**src/rtl/glitch_frontend_if.sv**
```systemverilog
// Pin-side bundle for the clock-glitch front end.
// GLITCH_EXT_TRIG_EN adds ext_trig, an external fire source that is synchronous to clk.
interface glitch_frontend_if;
  logic target_gpio;
  logic arm;
  logic trigger;
  logic clean_clk;
  logic target_clk;
  logic glitch_busy;
`ifdef GLITCH_EXT_TRIG_EN
  logic ext_trig;

  modport master (
    output target_gpio, arm, ext_trig,
    input  trigger, clean_clk, target_clk, glitch_busy
  );
  modport slave (
    input  target_gpio, arm, ext_trig,
    output trigger, clean_clk, target_clk, glitch_busy
  );
`else
  modport master (
    output target_gpio, arm,
    input  trigger, clean_clk, target_clk, glitch_busy
  );
  modport slave (
    input  target_gpio, arm,
    output trigger, clean_clk, target_clk, glitch_busy
  );
`endif
endinterface

```
**src/rtl/glitch_frontend.sv**
```systemverilog
// Clock-glitch front end: clean clock divider, armed GPIO edge trigger, fast-pulse burst glitcher.
// With GLITCH_EXT_TRIG_EN defined, the glitcher fires on ext_trig instead of the internal trigger.
module glitch_frontend #(
  parameter int DIV         = 3,
  parameter int RISING_EDGE = 1,
  parameter int TRIG_CYCLES = 2,
  parameter int N_CYCLES    = 2
) (
  input logic              clk,
  input logic              rst,
  glitch_frontend_if.slave bus
);

  localparam int CW = (DIV > 1) ? $clog2(DIV) : 1;
  localparam int TW = $clog2(TRIG_CYCLES + 1);
  localparam int BW = $clog2(2 * N_CYCLES);
  localparam logic [CW-1:0] CNT_MAX    = CW'(DIV - 1);
  localparam logic [CW-1:0] CNT_HALF   = CW'(DIV / 2);
  localparam logic [TW-1:0] TRIG_LAST  = TW'(TRIG_CYCLES - 1);
  localparam logic [BW-1:0] BURST_LAST = BW'(2 * N_CYCLES - 1);

  typedef enum logic {IDLE, BURST} state_t;

  logic [CW-1:0] cnt;
  logic          clean_q;
  logic          s1, s2, s3;
  logic          gpio_edge, fire, fired;
  logic          trig_q;
  logic [TW-1:0] trig_cnt;
  logic          src, src_prev, src_rise;
  state_t        state, state_nxt;
  logic [BW-1:0] bcnt, bcnt_nxt;
  logic          tclk_q, tclk_nxt, busy_q, busy_nxt;

  // Divider: free-running, independent of the glitcher
  always_ff @(posedge clk or posedge rst) begin
    if (rst) begin
      cnt     <= '0;
      clean_q <= 1'b0;
    end else begin
      cnt     <= (cnt == CNT_MAX) ? '0 : cnt + 1'b1;
      clean_q <= (cnt < CNT_HALF);
    end
  end

  assign gpio_edge = (RISING_EDGE != 0) ? (s2 & ~s3) : (~s2 & s3);
  assign fire      = gpio_edge & bus.arm & ~fired & ~trig_q;

  // Edge detect and trigger: s1/s2 synchronize, s3 holds the previous level
  always_ff @(posedge clk or posedge rst) begin
    if (rst) begin
      s1       <= 1'b0;
      s2       <= 1'b0;
      s3       <= 1'b0;
      fired    <= 1'b0;
      trig_q   <= 1'b0;
      trig_cnt <= '0;
    end else begin
      s1 <= bus.target_gpio;
      s2 <= s1;
      s3 <= s2;
      if (!bus.arm)
        fired <= 1'b0;
      else if (fire)
        fired <= 1'b1;
      if (fire) begin
        trig_q   <= 1'b1;
        trig_cnt <= TRIG_LAST;
      end else if (trig_q) begin
        if (trig_cnt == '0)
          trig_q <= 1'b0;
        else
          trig_cnt <= trig_cnt - 1'b1;
      end
    end
  end

`ifdef GLITCH_EXT_TRIG_EN
  assign src = bus.ext_trig;
`else
  assign src = trig_q;
`endif
  assign src_rise = src & ~src_prev;

  // Glitcher state register; target_clk and glitch_busy are registered outputs
  always_ff @(posedge clk or posedge rst) begin
    if (rst) begin
      state    <= IDLE;
      bcnt     <= '0;
      src_prev <= 1'b0;
      tclk_q   <= 1'b0;
      busy_q   <= 1'b0;
    end else begin
      state    <= state_nxt;
      bcnt     <= bcnt_nxt;
      src_prev <= src;
      tclk_q   <= tclk_nxt;
      busy_q   <= busy_nxt;
    end
  end

  // A fire edge arriving on the last burst cycle is dropped, not queued
  always_comb begin
    state_nxt = state;
    bcnt_nxt  = bcnt;
    case (state)
      IDLE: begin
        if (src_rise) begin
          state_nxt = BURST;
          bcnt_nxt  = '0;
        end
      end
      BURST: begin
        if (bcnt == BURST_LAST) begin
          state_nxt = IDLE;
          bcnt_nxt  = '0;
        end else begin
          bcnt_nxt = bcnt + 1'b1;
        end
      end
      default: begin
        state_nxt = IDLE;
        bcnt_nxt  = '0;
      end
    endcase
  end

  always_comb begin
    busy_nxt = (state_nxt == BURST);
    tclk_nxt = (state_nxt == BURST) ? ~bcnt_nxt[0] : clean_q;
  end

  assign bus.trigger     = trig_q;
  assign bus.clean_clk   = clean_q;
  assign bus.target_clk  = tclk_q;
  assign bus.glitch_busy = busy_q;

endmodule

```
**src/flat_wrapper.sv**
```systemverilog
// flat-port wrapper written by rule: the top's interface ports become plain ports
module glitch_frontend_flat 
#(
  parameter int DIV         = 3,
  parameter int RISING_EDGE = 1,
  parameter int TRIG_CYCLES = 2,
  parameter int N_CYCLES    = 2
)
  (clk, rst, bus_target_gpio, bus_arm, bus_trigger, bus_clean_clk, bus_target_clk, bus_glitch_busy);
  glitch_frontend_if bus_i ();
  input logic clk;
  input logic rst;
  input wire logic [$bits(bus_i.target_gpio)-1:0] bus_target_gpio;
  input wire logic [$bits(bus_i.arm)-1:0] bus_arm;
  output wire logic [$bits(bus_i.trigger)-1:0] bus_trigger;
  output wire logic [$bits(bus_i.clean_clk)-1:0] bus_clean_clk;
  output wire logic [$bits(bus_i.target_clk)-1:0] bus_target_clk;
  output wire logic [$bits(bus_i.glitch_busy)-1:0] bus_glitch_busy;
  assign bus_i.target_gpio = bus_target_gpio;
  assign bus_i.arm = bus_arm;
  assign bus_trigger = bus_i.trigger;
  assign bus_clean_clk = bus_i.clean_clk;
  assign bus_target_clk = bus_i.target_clk;
  assign bus_glitch_busy = bus_i.glitch_busy;
  glitch_frontend #(.DIV(DIV), .RISING_EDGE(RISING_EDGE), .TRIG_CYCLES(TRIG_CYCLES), .N_CYCLES(N_CYCLES)) u_core (.clk(clk), .rst(rst), .bus(bus_i));
endmodule
```
**config.mk**
```make
export PLATFORM = sky130hd
export DESIGN_NAME = glitch_frontend_flat
export DESIGN_NICKNAME = d
export VERILOG_FILES = /design/src/rtl/glitch_frontend_if.sv /design/src/rtl/glitch_frontend.sv /design/src/flat_wrapper.sv
export SDC_FILE = /design/constraint.sdc
export NUM_CORES = 1
export LEC_CHECK = 0
export ABC_AREA = 1
export CORE_AREA = 4 4 41 43
export DETAILED_ROUTE_END_ITERATION = 10
export DIE_AREA = 0 0 45 47
export GPL_TIMING_DRIVEN = 1
export PLACE_DENSITY = 0.73
export SLEW_MARGIN = 10
export SYNTH_ARGS = -nofsm -noshare
export SYNTH_HDL_FRONTEND = slang
export SYNTH_SLANG_ARGS = --single-unit
```
**constraint.sdc**
```tcl
create_clock -name clk -period 2.5 [get_ports clk]
set_input_delay 0.5 -clock clk [delete_from_list [all_inputs] [get_ports clk]]
set_output_delay 0.5 -clock clk [all_outputs]
set_load 0.01 [all_outputs]
```
# Word level (Yosys, flattened, before mapping)
# Cells that the tools add are included.
# Widths: inputs -> output; s select.
# totals
reg_bits	15
latchBits	0
ram_bits	0
rom_bits	0
wordCells	52
n_memories	0
# op_classes
addsub	3
mul	0
div_mod_pow	0
order_cmp	1
eq_ne	5
n_shift	0
n_mux	16
n_bitwise	11
reduce_logical	3
# op_table
op	count
$mux 2	6
$mux 1	8
$ne 2x1->1 const B	3
$not 1->1	6
$and 1x1->1	5
$add 2x1->2 const B	2
$eq 2x2->1 const B	2
$pmux 2 s2	1
$logic_not 2->1	1
$lt 2x1->1 const B	1
$pmux 1 s2	1
$reduce_and 2->1	1
$reduce_bool 2->1	1
$sub 2x1->2 const B	1

# Logic depth before layout (Yosys ltp)
# depth
ltp_word	7
ltp_mapped	6

# Worst setup path after synthesis
# No wires, ideal clock.
# synth_path
path_kind	register to register
from	reg u_core.trig_cnt[0]
to	reg u_core.trig_cnt[1]
setup_time_ns	0.065
arrival_time_ns	0.924
slack_ns	1.511
path_stages_with_launch	7
n_path_buf	0
period_less_slack_ns	0.989
cell_sequence	dfrtp_1 -> inv_1 -> ha_1 -> inv_1 -> nand2_2 -> or2_0 -> nand2_1
# synth_via
elab_chain_len	4
elab_cells_between_ends	7
classes_between	1 x add/sub; 1 x eq/ne; 3 x mux; 2 x reduce/logical
# synth_rtl
element	line_no	rtl
start: declaration	glitch_frontend.sv:29	logic [TW-1:0] trig_cnt;
start signal: assignment	glitch_frontend.sv:73	trig_cnt <= trig_cnt - 1'b1;
$sub 2x1->2	glitch_frontend.sv:73	
$mux 2	glitch_frontend.sv:70	if (trig_cnt == '0)
$mux 2	glitch_frontend.sv:69	end else if (trig_q) begin
$mux 2	glitch_frontend.sv:66	if (fire) begin
# Parallel ways exist; a longest one is shown, timed or not. The select of a mux whose other input is x is not followed.
# A chain may end at the register's enable or synchronous reset.

# Worst setup path in the final report
# layout_path
from	reg u_core.trig_q, in the netlist u_core.bus.trigger
to	out bus_trigger
# layout_rtl
element	line_no	rtl
start: declaration	glitch_frontend.sv:28	logic trig_q;
start signal: assignment	glitch_frontend.sv:56	trig_q <= 1'b0;
start signal: assignment	glitch_frontend.sv:67	trig_q <= 1'b1;
start signal: assignment	glitch_frontend.sv:71	trig_q <= 1'b0;
end: declaration	flat_wrapper.sv:15	output wire logic [$bits(bus_i.trigger)-1:0] bus_trigger;
# No word-level cell between the ends.

==> impl_metrics.ini <==
[global_routing]
grt_remaining_overflow = 0
grt_pass1_vias = 338
grt_start_max_net_pins = 15
track_usage_pct = 9.94
antenna_found_initial = 0
grt_pass1_wl_microns = 1410

[floorplanning]
die-width_microns = 45
core_area_sq_um = 1300
rows = 13
die_h_microns = 47
die_area_sq_um = 2120
pin_count = 8
initial_core_util_pct = 41.1

[routing]
via_per_inst = 4.57
drt_iter0_markers = 1
drc_errors = 0
routed_wl_microns = 751
wl_per_cell_microns = 9.51
dr.pass1.iters = 2
ant_nets = 0
num_vias = 361

[timing]
period_minus_slack_ns = 1.82
finClkSkew_ns = 0.00187
setup_tns_ns = 0
max_slew_margin_pct = 66.9
setup_viol = 0
rsz0062_at_grt = false
worst_slew_pin_slew_ns = 0.496
drv_slew = 0
hold_viol = 0
fmax_mhz = 551
period_share_pct = 72.6

[place]
dp_hpwl_microns = 584
dp.cells = 76
numPortBuffers = 7
gp_congestion = 0.743

[critical_path]
cp_max_fo = 7
reg2reg_depth = 6
critPathTopFamily = buffers and inverters
r2r_start = u_core.trig_cnt[0]
start_kind = flip-flop
cp_num_buf_inv = 1
cp-end-kind = output port
slowest_delay_ns = 0.58
crit_path_cell_trace = clkdlybuf4s50_1
slowest_stage = clkdlybuf4s50_1
cp-startpoint = u_core.bus.trigger
crit_required_ns = 2.00
path_depth = 1
critical_path_class = flip-flop to output port
worst_ep_arrival_time_ns = 1.32

[flow_run]
maxCapViolations = 0

[cells_and_area]
syn_to_final_growth_pct = 20.8
stdcell_count = 79
fillers = 137
layout-drive-gt1-share_pct = 6.25
nets = 72
antenna_cells = 0

[clock_tree]
numCtsBuffers = 3
cts-resized-gates = 0
cts_root_buf = clkbuf_4
cts_buffer_depth = 2
clk_latency_ns = 0.26
cts_sinks = 14
postCtsHoldBufs = 0
cts_tree = yes
cts-htree-levels = 1
clk_pin_slew_ns = 0.07
cts_setup_buffers = 0

[synthesis]
ys_warn_count = 0
ys_ff_latch = 14
netlist_top_cells_count = dfrtp_1, nand2_1, inv_1, nand3_1, nor2_1
avgSynthCellArea_sq_um = 9.89
syn_area_sq_um = 534
seq_area_frac_synth_pct = 65.6
synth_area_leaders = dfrtp_1, nand3_1, nand2_1, inv_1, ha_1
yosysTopAreaCell = dfrtp_1
postSynthCellCount = 54
synth_cell_types = 8
syn_nets = 60
synth-edff-count = 0
synth_top_area_share_pct = 65.6
yosysMostFrequentCell = dfrtp_1
ys.flop_type = dfrtp_1
synthArstFlopShare_pct = 100

[pwr]
p_total_mw = 0.673
p_leak_nw = 0.351
powerDensity_nw_per_um2 = 1040
peakVddDrop_mv = 0.480

[min_path]
worstHoldPathType = flip-flop to flip-flop
hold_depth = 0
holdCritStartpoint = u_core.s1

[outcome]
status = completed
## logic make-up (layout without fill, tap and decap cells)
group                      Yosys count  after routing  share of synthesized area [%]
DFF                                 14             14                           65.6
adders and majority gates            2              2                           4.68
buffers and inverters               11             21                           7.73
and+or+nand+nor                     27             27                           22.0
## cells in the final DEF (no fill, tap or decap)
| master | Yosys | routed |
|---|---|---|
| clkbuf_4 | 0 | 3 |
| inv_1 | 11 | 11 |
| or2_0 | 1 | 1 |
| clkdlybuf4s50_1 | 0 | 7 |
| nand3_1 | 9 | 9 |
| dfrtp_1 | 14 | 14 |
| nand2_2 | 1 | 1 |
| ha_1 | 2 | 2 |
| nand2_1 | 12 | 12 |
| nor2_1 | 4 | 4 |
## registers in the layout, summed over array words and instances, names as in the netlist
name / cells
u_core.bcnt: 2
u_core.cnt: 2
u_core.trig_cnt: 2
u_core.bus.target_clk: 1
u_core.bus.trigger: 1
u_core.fired: 1
u_core.s1: 1
u_core.s2: 1
u_core.s3: 1
u_core.src_prev: 1
u_core.state: 1
## final timing paths
kind	to	slack (ns)
max	bus_trigger	0.68
min	u_core.s2	0.36
max reg2reg	u_core.trig_cnt[1]	1.43
min reg2reg	u_core.s2	0.36
max in group asynchronous	u_core.trig_cnt[0]	1.62
min in group asynchronous	u_core.cnt[1]	0.55
## power by group
part,internal (mW),leakage [nW],total (mW),switching [mW]
logic,0.103,0.165,0.217,0.114
registers,0.292,0.172,0.340,0.0472
clock network,0.0556,0.0138,0.117,0.0613
total,0.451,0.351,0.673,0.222
## cell type report
type | instances | area [sq um] | area share (%)
clock buffer | 3 | 22.5 | 3.49
inverter | 11 | 41.3 | 6.40
sequential | 14 | 350 | 54.3
timing repair buffer | 7 | 70.1 | 10.9
tap | 15 | 18.8 | 2.91
multi-input combinational | 29 | 143 | 22.1
## per-stage QoR
step / hold slack (ns) / worst slack [ns] / utilization, % / cell area, sq um
floorplan: 0.331 / 1.51 / - / 534
global placement: 0.335 / 0.988 / 47.9 / 623
detailed placement: 0.351 / 0.966 / 47.9 / 623
CTS: 0.369 / 0.666 / 49.6 / 646
global route: 0.381 / 0.589 / 49.6 / 646
finish: 0.364 / 0.685 / 49.6 / 646
## layer usage
| metal | vias to the layer above | global-route usage [%] | part of all wire [%] |
|---|---|---|---|
| met3 | 2 | 3.45 | 5.6 |
| met2 | 6 | 13.3 | 44 |
| met5 | - | 0 | 0 |
| met4 | 0 | 8.77 | 1.3 |
| met1 | 168 | 12.6 | 49 |
| li1 | 185 | - | - |
(Power assumes the default switching activity.)
